<file path="src/rtl/cpu_types_pkg.sv">
// Shared CPU types: machine word, fetch FSM states and the IF/ID payload.
package cpu_types_pkg;

  localparam int unsigned WORD_BITS = 32;

  typedef logic [WORD_BITS-1:0] word_t;

  typedef enum logic {
    RUN    = 1'b0,
    HALTED = 1'b1
  } fetch_state_t;

  typedef struct packed {
    word_t instr;
    word_t pc;
    word_t npc;
  } ifid_t;

endpackage

</file>
<file path="src/rtl/ifid_skid_reg.sv">
// Output register plus one-entry skid buffer; a word offered while the output
// is blocked parks in the skid and is handed over as soon as the consumer accepts.
module ifid_skid_reg
  import cpu_types_pkg::*;
#(
  parameter type T           = ifid_t,
  parameter bit  RESET_VALID = 1'b0
) (
  input  logic CLK,
  input  logic nRST,
  input  logic flush_i,
  input  logic in_valid_i,
  input  T     in_data_i,
  input  logic out_ready_i,
  output logic out_valid_o,
  output T     out_data_o,
  output logic skid_valid_o
);

  logic out_valid_q, out_valid_d;
  T     out_data_q,  out_data_d;
  logic skid_valid_q, skid_valid_d;
  T     skid_data_q,  skid_data_d;
  logic accept;

  assign accept = !out_valid_q || out_ready_i;

  always_comb begin
    out_valid_d  = out_valid_q;
    out_data_d   = out_data_q;
    skid_valid_d = skid_valid_q;
    skid_data_d  = skid_data_q;
    if (flush_i) begin
      out_valid_d  = 1'b0;
      skid_valid_d = 1'b0;
    end else if (accept) begin
      if (skid_valid_q) begin
        out_valid_d  = 1'b1;
        out_data_d   = skid_data_q;
        skid_valid_d = 1'b0;
      end else if (in_valid_i) begin
        out_valid_d = 1'b1;
        out_data_d  = in_data_i;
      end else begin
        out_valid_d = 1'b0;
      end
    end else if (in_valid_i) begin
      skid_valid_d = 1'b1;
      skid_data_d  = in_data_i;
    end
  end

  always_ff @(posedge CLK or negedge nRST) begin
    if (!nRST) begin
      out_valid_q  <= RESET_VALID;
      out_data_q   <= T'('0);
      skid_valid_q <= 1'b0;
      skid_data_q  <= T'('0);
    end else begin
      out_valid_q  <= out_valid_d;
      out_data_q   <= out_data_d;
      skid_valid_q <= skid_valid_d;
      skid_data_q  <= skid_data_d;
    end
  end

  assign out_valid_o  = out_valid_q;
  assign out_data_o   = out_data_q;
  assign skid_valid_o = skid_valid_q;

endmodule

</file>
<file path="src/rtl/fetch_stage.sv">
// Instruction fetch: issues I-mem reads at curr_pc, steers the PC register,
// and feeds decode through the IF/ID skid register. Handles redirect and halt.
module fetch_stage
  import cpu_types_pkg::*;
#(
  parameter int unsigned WORD_W      = cpu_types_pkg::WORD_BITS,
  parameter bit          RESET_VALID = 1'b0
) (
  input  logic              CLK,
  input  logic              nRST,
  input  logic [WORD_W-1:0] curr_pc,
  input  logic [WORD_W-1:0] npc,
  output logic              pc_en,
  output logic [WORD_W-1:0] new_pc,
  output logic              iREN,
  output logic [WORD_W-1:0] iaddr,
  input  logic              ihit,
  input  logic [WORD_W-1:0] iload,
  input  logic              stall,
  input  logic              redirect,
  input  logic [WORD_W-1:0] redirect_pc,
  input  logic              halt_req,
  output logic              ifid_valid,
  output logic [WORD_W-1:0] ifid_instr,
  output logic [WORD_W-1:0] ifid_pc,
  output logic [WORD_W-1:0] ifid_npc,
  output logic              halted
);

  fetch_state_t state_q, state_d;
  logic         run;
  logic         fire;
  logic         flush;
  logic         skid_valid;
  ifid_t        fetched;
  ifid_t        ifid_out;

  assign run   = (state_q == RUN);
  assign iaddr = curr_pc;
  // A full skid means the output is blocked; stop requesting until it drains.
  assign iREN  = run && !skid_valid && !halt_req;
  assign fire  = iREN && ihit;
  assign flush = run && redirect;

  assign fetched = '{instr: iload, pc: curr_pc, npc: npc};

  always_ff @(posedge CLK or negedge nRST) begin
    if (!nRST) begin
      state_q <= RUN;
    end else begin
      state_q <= state_d;
    end
  end

  // Redirect wins over fire and halt_req; HALTED ignores everything until reset.
  always_comb begin
    state_d = state_q;
    pc_en   = 1'b0;
    new_pc  = npc;
    if (run) begin
      if (redirect) begin
        pc_en  = 1'b1;
        new_pc = redirect_pc;
      end else begin
        pc_en = fire;
        if (halt_req) begin
          state_d = HALTED;
        end
      end
    end
  end

  ifid_skid_reg #(
    .T           (ifid_t),
    .RESET_VALID (RESET_VALID)
  ) u_ifid (
    .CLK          (CLK),
    .nRST         (nRST),
    .flush_i      (flush),
    .in_valid_i   (fire && !flush),
    .in_data_i    (fetched),
    .out_ready_i  (!stall),
    .out_valid_o  (ifid_valid),
    .out_data_o   (ifid_out),
    .skid_valid_o (skid_valid)
  );

  assign ifid_instr = ifid_out.instr;
  assign ifid_pc    = ifid_out.pc;
  assign ifid_npc   = ifid_out.npc;
  assign halted     = (state_q == HALTED);

endmodule

</file>
<file path="config.mk">
export PLATFORM = sky130hd
export DESIGN_NAME = fetch_stage
export DESIGN_NICKNAME = d
export VERILOG_FILES = /design/src/rtl/cpu_types_pkg.sv /design/src/rtl/ifid_skid_reg.sv /design/src/rtl/fetch_stage.sv
export SDC_FILE = /design/constraint.sdc
export NUM_CORES = 1
export LEC_CHECK = 0
export ABC_AREA = 1
export CAP_MARGIN = 5
export CELL_PAD_IN_SITES_DETAIL_PLACEMENT = 1
export CELL_PAD_IN_SITES_GLOBAL_PLACEMENT = 1
export CORE_UTILIZATION = 25
export DETAILED_ROUTE_END_ITERATION = 16
export PLACE_DENSITY = 0.77
export SYNTH_ARGS = -nofsm -noshare
export SYNTH_HDL_FRONTEND = slang
export SYNTH_SLANG_ARGS = --single-unit
</file>
<file path="constraint.sdc">
create_clock -name CLK -period 1.7 [get_ports CLK]
set_clock_uncertainty 0.2 [all_clocks]
set_input_delay 0.17 -clock CLK [delete_from_list [all_inputs] [get_ports CLK]]
set_output_delay 0.17 -clock CLK [all_outputs]
set_load 0.02 [all_outputs]
</file>
# After elaboration in Yosys (flattened, before gate mapping)
# Cells that the tools add are included.
dict set report op_classes {
  n_reduce_logical 16
  mux 16
  n_bitwise 3
}
# cell n
set ops {}
lappend ops {{96-bit 2-to-1 mux} 2}
lappend ops {{32-bit 2-to-1 mux} 2}
lappend ops {{1-bit 2-to-1 mux} 12}
lappend ops {{3-bit AND reduction} 2}
lappend ops {{1-bit logical AND} 5}
lappend ops {{1-bit zero test} 5}
lappend ops {{2-bit nonzero test} 2}
lappend ops {{1-bit NOT} 3}
lappend ops {{3-bit nonzero test} 1}
lappend ops {{1-bit logical OR} 1}
dict set report totals {
  ff_bits 195
  wordCells 44
}

# Longest topological paths before layout
# Gate-level depths: netlist of the first run.
dict set report logic_depth {
  ltp_word 9
  ltp_mapped 9
  depth_no_buf 7
}

# Hierarchy
# From an unflattened synthesis of the first run, not the netlist that was laid out.
dict set report hier_totals {
  cells_unflattened 1311
  hier_area_um2 9688.0
}
# mod n_inst seq_area_each_um2 cells_per_inst area_per_inst_um2
set modules_own_cells {}
lappend modules_own_cells {ifid_skid_reg 1 4854.7 1165 8948.6}
lappend modules_own_cells {fetch_stage 1 25.0 146 739.5}

# Worst setup path before layout of the first run
# No wires, ideal clock.
dict set report synth_timing {
  path_type {flip-flop to output port}
  startpoint {register state_q (netlist: halted)}
  endpoint {output new_pc[10]}
  required_ns 1.330
  path_buffers 2
  path_slack_ns -0.129
  t_arrival_ns 1.459
  path_stages_with_launch 5
  cell_sequence {dfrtp_1 > nor2_4 > clkbuf_1 > clkbuf_1 > o21ai_0}
}
dict set report synth_via {
  elab_chain_cells 1
}
# element line
set synth_rtl {}
lappend synth_rtl {{start, declared} fetch_stage.sv:30} ;# fetch_state_t state_q, state_d;
lappend synth_rtl {{start signal, assigned} fetch_stage.sv:51} ;# state_q <= state_d;
lappend synth_rtl {{32-bit 2-to-1 mux} fetch_stage.sv:60} ;# if (run) begin
lappend synth_rtl {{end, declared} fetch_stage.sv:14} ;# output logic [WORD_W-1:0] new_pc,
# No other way between the ends.

# Worst setup path after layout of the first run
dict set report layout_timing {
  startpoint {register state_q (netlist: halted)}
  endpoint {register u_ifid.out_data_q, in the netlist u_ifid.out_data_o[19]}
}
dict set report layout_via {
  elab_chain_cells 7
  elab_cells_between_ends 10
  classes_between {2 x bitwise; 8 x reduce/logical}
}
# element line
set layout_rtl {}
lappend layout_rtl {{1-bit NOT (*)} fetch_stage.sv:38} ;# assign run = (state_q == RUN);
lappend layout_rtl {{1-bit logical AND (2 in series)} fetch_stage.sv:41} ;# assign iREN = run && !skid_valid && !halt_req;
lappend layout_rtl {{1-bit logical AND} fetch_stage.sv:42} ;# assign fire = iREN && ihit;
lappend layout_rtl {{1-bit logical AND} fetch_stage.sv:80} ;# .in_valid_i (fire && !flush),
lappend layout_rtl {{2-bit nonzero test (no source line)} -}
lappend layout_rtl {{3-bit AND reduction (no source line) (*)} -}
lappend layout_rtl {{end signal, assigned} ifid_skid_reg.sv:56} ;# out_data_q <= T'('0);
lappend layout_rtl {{end signal, assigned} ifid_skid_reg.sv:61} ;# out_data_q <= out_data_d;
lappend layout_rtl {{end, declared} ifid_skid_reg.sv:21} ;# T out_data_q, out_data_d;
# Every way passes the cells marked *; elsewhere a longest branch is shown, timed or not.
# A chain may end at the register's enable or synchronous reset.

==> results of run 1 <==
## kinds of logic (layout without fill, tap and decap cells)
group | Yosys count | count (layout) | synth area share
and+or+nand+nor | 564 | 565 | 0.2458
DFF | 195 | 195 | 0.5242
buffers and inverters | 211 | 645 | 0.1101
AOI/OAI and AO/OA | 223 | 223 | 0.1199
## where the power goes
| group | total, mW | switching [mW] | leakage, nW | internal (mW) |
|---|---|---|---|---|
| sequential | 6.34 | 0.666 | 2.27 | 5.68 |
| clock | 4.45 | 2.09 | 0.302 | 2.36 |
| combinational | 5.78 | 3.32 | 5.70 | 2.47 |
| total | 16.6 | 6.07 | 8.26 | 10.5 |
## placed cells by master, fill, tap and decap left out, types with 33 or more instances in the layout
cell type	Yosys	routed
nand3_1	96	87
o21ai_0	204	107
buf_12	0	43
clkbuf_16	0	33
inv_1	96	96
buf_4	51	125
nand2_1	458	365
dlygate4sd2_1	0	92
dfrtp_1	195	193
clkdlybuf4s50_1	0	159
nand2_2	2	72
o21ai_1	18	72
o21ai_2	0	37
buf_6	3	34
## final timing paths
kind / to / start / slack (ps)
min reg2reg: u_ifid.out_data_o[39] / u_ifid.out_data_o[39] / 270
max in group asynchronous: u_ifid.out_data_o[52] / nRST / 680
min: u_ifid.out_data_o[93] / nRST / 30
min in group CLK: u_ifid.skid_data_q[81] / iload[17] / 90
max reg2reg: u_ifid.out_data_o[19] / halted / -360
max: u_ifid.out_data_o[19] / halted / -360
## stage by stage
stage          setup WS (ps)  utilization
6_report              -362.2       0.4488
3_5_place_dp          -601.2       0.3727
4_1_cts               -331.4       0.4196
5_1_grt               -415.9       0.4488
3_3_place_gp          -534.9       0.3727
2_1_floorplan         -84.44            -
## Yosys cell counts
cell | count | area [um^2]
buf_1 | 4 | 15.01
nand2_2 | 2 | 12.51
dfrtp_1 | 195 | 4880
nand2_1 | 458 | 1719
inv_2 | 2 | 7.510
a21oi_1 | 1 | 5.000
buf_6 | 3 | 33.78
nand4_4 | 1 | 21.27
buf_2 | 15 | 75.07
nor2_4 | 2 | 22.52
o21ai_1 | 18 | 90.09
nand2_4 | 1 | 11.26
clkbuf_1 | 40 | 150.1
inv_1 | 96 | 360.4
o21ai_0 | 204 | 1021
nand3_1 | 96 | 480.5
nor3_1 | 1 | 5.000
nor2_1 | 1 | 3.750
buf_4 | 51 | 382.9
nor2_2 | 2 | 12.51
## worst max-delay path: cells and delay by family, from the launching register on
kind	cells	cell delay (ps)
and+or+nand+nor	5	440
buffers and inverters	6	880
DFF	1	400
## flip-flops by register name, indices dropped and copies added (netlist names)
| name | flops |
|---|---|
| halted | 1 |
| u_ifid.out_data_o | 96 |
| u_ifid.out_valid_o | 1 |
| u_ifid.skid_data_q | 96 |
| u_ifid.skid_valid_o | 1 |
## layout make-up
| cell class | count | area [um^2] | area share |
|---|---|---|---|
| timing repair buffer | 515 | 5901 | 0.3591 |
| sequential | 195 | 4882 | 0.2971 |
| inverter | 98 | 380.4 | 0.02315 |
| clock buffer | 17 | 425.4 | 0.02589 |
| clock inverter | 15 | 192.7 | 0.01173 |
| multi-input combinational | 788 | 4065 | 0.2474 |
| tap | 468 | 585.6 | 0.03564 |
## routing by layer
layer / vias up / global-route usage / wire length (um)
met4: 0 / 0.09070 / 1831
met3: 113 / 0.04459 / 2380
li1: 4602 / - / -
met2: 324 / 0.3762 / 22290
met5: - / 0 / 0
met1: 4985 / 0.2428 / 16920
## what timing repair did
action | CTS | global route
resized for setup | 463 | 185
gates cloned | 19 | 19
setup endpoints to repair | 329 | 239
hold buffers | 1 | 0
setup buffers | 31 | 18
pin swaps | 16 | 21
hold endpoints to repair | 195 | 0
==> out/qor.txt, run 1 <==
POWER
----------------------------------------------------------------------------------------
Worst voltage drop across the vdd grid ....................................    0.7153 mV
Power consumption .........................................................     16.58 mW
Leak ......................................................................     8.263 nW
Cell area power density ................................................... 1009 nW/um^2

CLOCK NETWORK
----------------------------------------------------------------------------------------
H-tree depth reported by CTS ..............................................            4
CTS Sinks .................................................................          195
Num CTS Buffers ...........................................................           17
Clock tree from TritonCTS .................................................        built
Clock slew at the register clock pins of the worst setup and hold paths ...        80 ps
Clock tree buffer depth ...................................................            2
Root buffer cell ..........................................................    clkbuf_16
Clk Latency, worst-skew pair ..............................................       460 ps

LOGIC SYNTHESIS
----------------------------------------------------------------------------------------
Mapped cell area ..........................................................    9309 um^2
Cell variety after synth ..................................................           20
YS warnings ...............................................................            0
Post-Syn Nets .............................................................        1,327
Cell count after synthesis ................................................        1,193
Flops & latches, synth ....................................................          195
Per-instance average area after synthesis .................................   7.803 um^2
Share of synthesized area occupied by flip-flops and latches ..............       0.5242

GLOBAL ROUTING
----------------------------------------------------------------------------------------
Final global-route overflow total .........................................            0
Number of global-route vias before repair .................................       10,750
Initial antenna violation count ...........................................            0
Combined global-route utilization of all metal layers .....................       0.2111
Largest net degree at the start of global routing .........................           65
First-pass GRT wire length ................................................     61.58 mm

WORST SETUP PATH
----------------------------------------------------------------------------------------
R2R depth .................................................................           11
Highest-delay cell along the critical path ................................      dfrtp_2
Cell chain of the critical path ........................................... nor2_4, buf_12, buf_12, buf_16, nor2_4, buf_6, nand2_8, buf_12, buf_16, nand2_2, nand2_1
Worst EP arrival ..........................................................      2190 ps
Most used cell along the critical path ....................................       buf_12
Critical Path Fanout Max ..................................................            8
Critical path required time ...............................................      1830 ps
Sort of element at the end of the critical path ...........................    flip-flop
Worst Path Class, Setup ...................................................      reg2reg
Sort of element at the start of the critical path .........................    flip-flop
CP peak stage delay .......................................................       400 ps

DIE
----------------------------------------------------------------------------------------
Ports .....................................................................          298
Floorplan die width .......................................................     195.0 um
Vert. Die Dim .............................................................     195.0 um
DIE AREA ..................................................................  38,010 um^2
Total core area ...........................................................  36,610 um^2
Starting utilization of the core area .....................................       0.2543
# rows ....................................................................           70

TIMING
----------------------------------------------------------------------------------------
Final critical-path required period .......................................      2062 ps
Worst slew pin tran .......................................................     450.6 ps
Final period util .........................................................        1.213
Final setup TNS ...........................................................   -55,200 ps
Endpoints failing setup ...................................................          228
RSZ-0062 raised after global routing ......................................          yes
Worst hold slack across all endpoints .....................................     31.52 ps
Normalized max-slew margin ................................................       0.6996
Final hold vios ...........................................................            0
Max-slew violation count ..................................................            0
Peak clock frequency supported by timing ..................................    484.9 MHz
Worst-case setup margin in the final layout ...............................    -362.2 ps

ROUTING
----------------------------------------------------------------------------------------
Total Wirelength ..........................................................     43.42 mm
Router iterations before antenna repair ...................................            4
Drt via density ...........................................................        4.782
Average routed wire per standard cell .....................................     20.71 um
Final antenna-violating net count .........................................            0
Via count .................................................................       10,020
Drt drc ...................................................................            0
Violation count after the first detailed-routing iteration ................          461

PLACE
----------------------------------------------------------------------------------------
RD Place Congestion .......................................................       0.8192
Instance area after placement .............................................  13,640 um^2
Number of port buffers ....................................................          297
Cells after DPL ...........................................................        1,985
Total half-perimeter wirelength after legalization and detailed placement .     23.57 mm

WORST HOLD PATH
----------------------------------------------------------------------------------------
Worst min-delay path category .............................................     in2async

LAYOUT
----------------------------------------------------------------------------------------
Layout cell share with drive strength beyond 1 ............................       0.2733
Final std cells w/o fill ..................................................        2,096
Layout Nets ...............................................................        1,749
Final Cell Area ...........................................................  16,430 um^2
Number of fill cells ......................................................        4,213
Number of antenna repair diodes ...........................................            0
Area Growth Syn to Fin ....................................................       76.52%

FLOW RUN
----------------------------------------------------------------------------------------
Max Cap Viol ..............................................................            0

STATUS
----------------------------------------------------------------------------------------
Result of the run ......................................................... finished, violations left
Failing checks ............................................................ setup timing

Power figures use the tool's default switching activity.
==> inputs of run 2 (changes only) <==
--- a/config.mk
+++ b/config.mk
@@ -11,7 +11,8 @@
 export CELL_PAD_IN_SITES_GLOBAL_PLACEMENT = 1
 export CORE_UTILIZATION = 25
 export DETAILED_ROUTE_END_ITERATION = 16
-export PLACE_DENSITY = 0.77
+export GPL_TIMING_DRIVEN = 0
+export PLACE_DENSITY = 0.74
 export SYNTH_ARGS = -nofsm -noshare
 export SYNTH_HDL_FRONTEND = slang
 export SYNTH_SLANG_ARGS = --single-unit
==> constraint.sdc (replaced) <==
create_clock -name CLK -period 2.3 [get_ports CLK]
set_clock_uncertainty 0.2 [all_clocks]
set_input_delay 0.23 -clock CLK [delete_from_list [all_inputs] [get_ports CLK]]
set_output_delay 0.23 -clock CLK [all_outputs]
set_load 0.02 [all_outputs]
==> run 2 against run 1 <==
Compared with the run above:
- the flow now finishes without violations
- non-clock buffer count is 100 lower
- die area stayed put
- worst hold slack better by 110 ps
- power is 30% lower
- first-iteration DRC count is 24% lower
- critical endpoint is now new_pc[19]
- highest routed layer unchanged
==> out/qor.txt, run 2 (synthesis gave the netlist of run 1 again) <==
TIMING
----------------------------------------------------------------------------------------
Final hold vios ...........................................................            0   unchanged
Final setup TNS ...........................................................         0 ps   was -55,200 ps
Peak clock frequency supported by timing ..................................    457.5 MHz
Worst slew pin tran .......................................................     737.5 ps   was 450.6 ps
Normalized max-slew margin ................................................       0.5083   was 0.6996
Final period util .........................................................       0.9504
Max-slew violation count ..................................................            0   unchanged
RSZ-0062 raised after global routing ......................................          yes   unchanged
Final critical-path required period .......................................      2186 ps
Worst hold slack across all endpoints .....................................     140.2 ps   was 31.52 ps
Endpoints failing setup ...................................................            0   was 228

CLOCK NETWORK
----------------------------------------------------------------------------------------
Clk Latency, worst-skew pair ..............................................       440 ps   was 460 ps
Root buffer cell ..........................................................    clkbuf_16   unchanged
Clock slew at the register clock pins of the worst setup and hold paths ...        80 ps   about the same
CTS Sinks .................................................................          195   unchanged
Clock tree from TritonCTS .................................................        built   unchanged
Num CTS Buffers ...........................................................           17   unchanged
Clock tree buffer depth ...................................................            2   unchanged
H-tree depth reported by CTS ..............................................            4   unchanged

POWER
----------------------------------------------------------------------------------------
Cell area power density ................................................... 865.3 nW/um^2   was 1009 nW/um^2
Leak ......................................................................     6.585 nW   was 8.263 nW
Power consumption .........................................................     11.61 mW   was 16.58 mW
Worst voltage drop across the vdd grid ....................................    0.5027 mV   was 0.7153 mV

ROUTING
----------------------------------------------------------------------------------------
Amount of wire on met2 after detailed routing .............................     17.51 mm   was 22.29 mm
Via count .................................................................        9,118   was 10,020
Router iterations before antenna repair ...................................            5   was 4
Violation count after the first detailed-routing iteration ................          350   was 461
Total Wirelength ..........................................................     34.72 mm   was 43.42 mm
Drt via density ...........................................................        4.566   was 4.782
Top sig layer .............................................................         met4   unchanged
Final antenna-violating net count .........................................            0   unchanged
Average routed wire per standard cell .....................................     17.39 um   was 20.71 um
Detailed-routing wirelength on met1 .......................................     15.18 mm   was 16.92 mm
Drt drc ...................................................................            0   unchanged
Wire length on met3 .......................................................     1.475 mm   was 2.380 mm

WORST SETUP PATH
----------------------------------------------------------------------------------------
Critical path required time ...............................................      1870 ps   was 1830 ps
Critical Path Fanout Max ..................................................           10   was 8
Reg-to-Reg Start .......................................................... u_ifid.out_valid_o   was halted
Worst setup slack for register-to-register paths ..........................       160 ps   was -360 ps
Worst EP arrival ..........................................................      1760 ps   was 2190 ps
Sort of element at the end of the critical path ........................... primary output   was flip-flop
Worst Path Class, Setup ...................................................      reg2out   was reg2reg
Startpoint of the most critical setup path ................................       halted   unchanged
Sort of element at the start of the critical path .........................    flip-flop   unchanged

PLACE
----------------------------------------------------------------------------------------
Number of port buffers ....................................................          297   unchanged
Cells after DPL ...........................................................        1,959   was 1,985
Total half-perimeter wirelength after legalization and detailed placement .     25.71 mm   was 23.57 mm
Instance area after placement .............................................  12,900 um^2   was 13,640 um^2
RD Place Congestion .......................................................       0.7949   was 0.8192

DIE
----------------------------------------------------------------------------------------
DIE AREA ..................................................................  38,010 um^2   unchanged
Ports .....................................................................          298   unchanged
# rows ....................................................................           70   unchanged
Starting utilization of the core area .....................................       0.2543   unchanged
Floorplan die width .......................................................     195.0 um   unchanged
Total core area ...........................................................  36,610 um^2   unchanged
Vert. Die Dim .............................................................     195.0 um   unchanged

GLOBAL ROUTING
----------------------------------------------------------------------------------------
Largest net degree at the start of global routing .........................          110   was 65
Combined global-route utilization of all metal layers .....................       0.1856   was 0.2111
First-pass GRT wire length ................................................     54.81 mm   was 61.58 mm
Number of global-route vias before repair .................................        9,689   was 10,750
Final global-route overflow total .........................................            0   unchanged
Initial antenna violation count ...........................................            2   was 0

WORST HOLD PATH
----------------------------------------------------------------------------------------
Worst min-delay path category .............................................     in2async   unchanged

FLOW RUN
----------------------------------------------------------------------------------------
Max Cap Viol ..............................................................            0   unchanged

LAYOUT
----------------------------------------------------------------------------------------
Layout Nets ...............................................................        1,648   was 1,749
Final std cells w/o fill ..................................................        1,997   was 2,096
Commonest cells after routing, fill and taps aside ........................ nand2_1 (458), clkdlybuf4s50_1 (262), o21ai_0 (204)   was nand2_1 (365), dfrtp_1 (193), clkdlybuf4s50_1 (159)
Final Cell Area ...........................................................  13,420 um^2   was 16,430 um^2
Most common cell after layout, fill and taps aside ........................      nand2_1   unchanged
Area Growth Syn to Fin ....................................................       44.14%   was 76.52%
Layout cell share with drive strength beyond 1 ............................       0.1028   was 0.2733

STATUS
----------------------------------------------------------------------------------------
Result of the run .........................................................    completed   was finished, violations left

run 2: cell types whose count changed in the layout (fill, tap and decap cells not counted), sizes merged, moves of 2 or more:
cell,previous run,this run
dlymetal6s2s,9,0
clkdlybuf4s50,159,262
clkdlybuf4s15,2,0
clkbuf,34,63
bufinv,3,1
diode,0,2
dlygate4sd2,92,1
buf,235,105
run 2: area by class of cell:
type	count	area [um^2]
diodes	2	5.005
plain buffers	113	696.9
clock buffers	17	425.4
clock inverters	15	172.7
fillers	4432	23190
inverters	98	367.9
multi-input cells	787	3410
flip-flops and latches	195	4881
well taps	468	585.6
repair buffers	302	2874
run 2: through the flow:
stage	worst slack, ps	util
global route	-5.930	0.3665
finish	114.1	0.3665
CTS	5.179	0.3667
floorplan	410.9	-
global placement	-8068	0.3515
detailed placement	-689.3	0.3524
run 2: worst paths after layout:
kind                                          end  depth (start not counted)
max                                    new_pc[19]                          5
min                         u_ifid.out_data_o[16]                          2
max reg2reg                 u_ifid.out_data_o[54]                          7
min reg2reg                 u_ifid.out_data_o[53]                          2
max in group asynchronous   u_ifid.out_data_o[73]                          3
min in group CLK           u_ifid.skid_data_q[20]                          3
run 2: worst max-delay path: stages (launching register included):
cell and delay [ps]:
dfrtp_2 450, nor2_4 200, buf_4 190, clkbuf_4 200, o21ai_0 100, buf_2 180
run 2: routing by layer:
metal | vias to the layer above | global-route usage
li1 | 4376 | -
met1 | 4516 | 0.2352
met2 | 199 | 0.3213
met3 | 27 | 0.03280
met4 | 0 | 0.05395
met5 | - | 0
run 2: power by group:
group,switching (mW),internal (mW),total (mW),leakage [nW]
Combinational,2.14,1.77,3.91,4.03
Sequential,0.426,4.20,4.62,2.27
Clock,1.53,1.55,3.08,0.286
Total,4.09,7.52,11.6,6.58
run 2: repair_timing:
item                                    in CTS  in global routing
hold endpoints to repair                    86                  0
pin swaps                                    1                  1
cloned                                       1                  0
endpoints found under the setup margin      34                 28
hold buffers                                 1                  0
gates resized for setup                    157                 26
buffers inserted                             2                  0
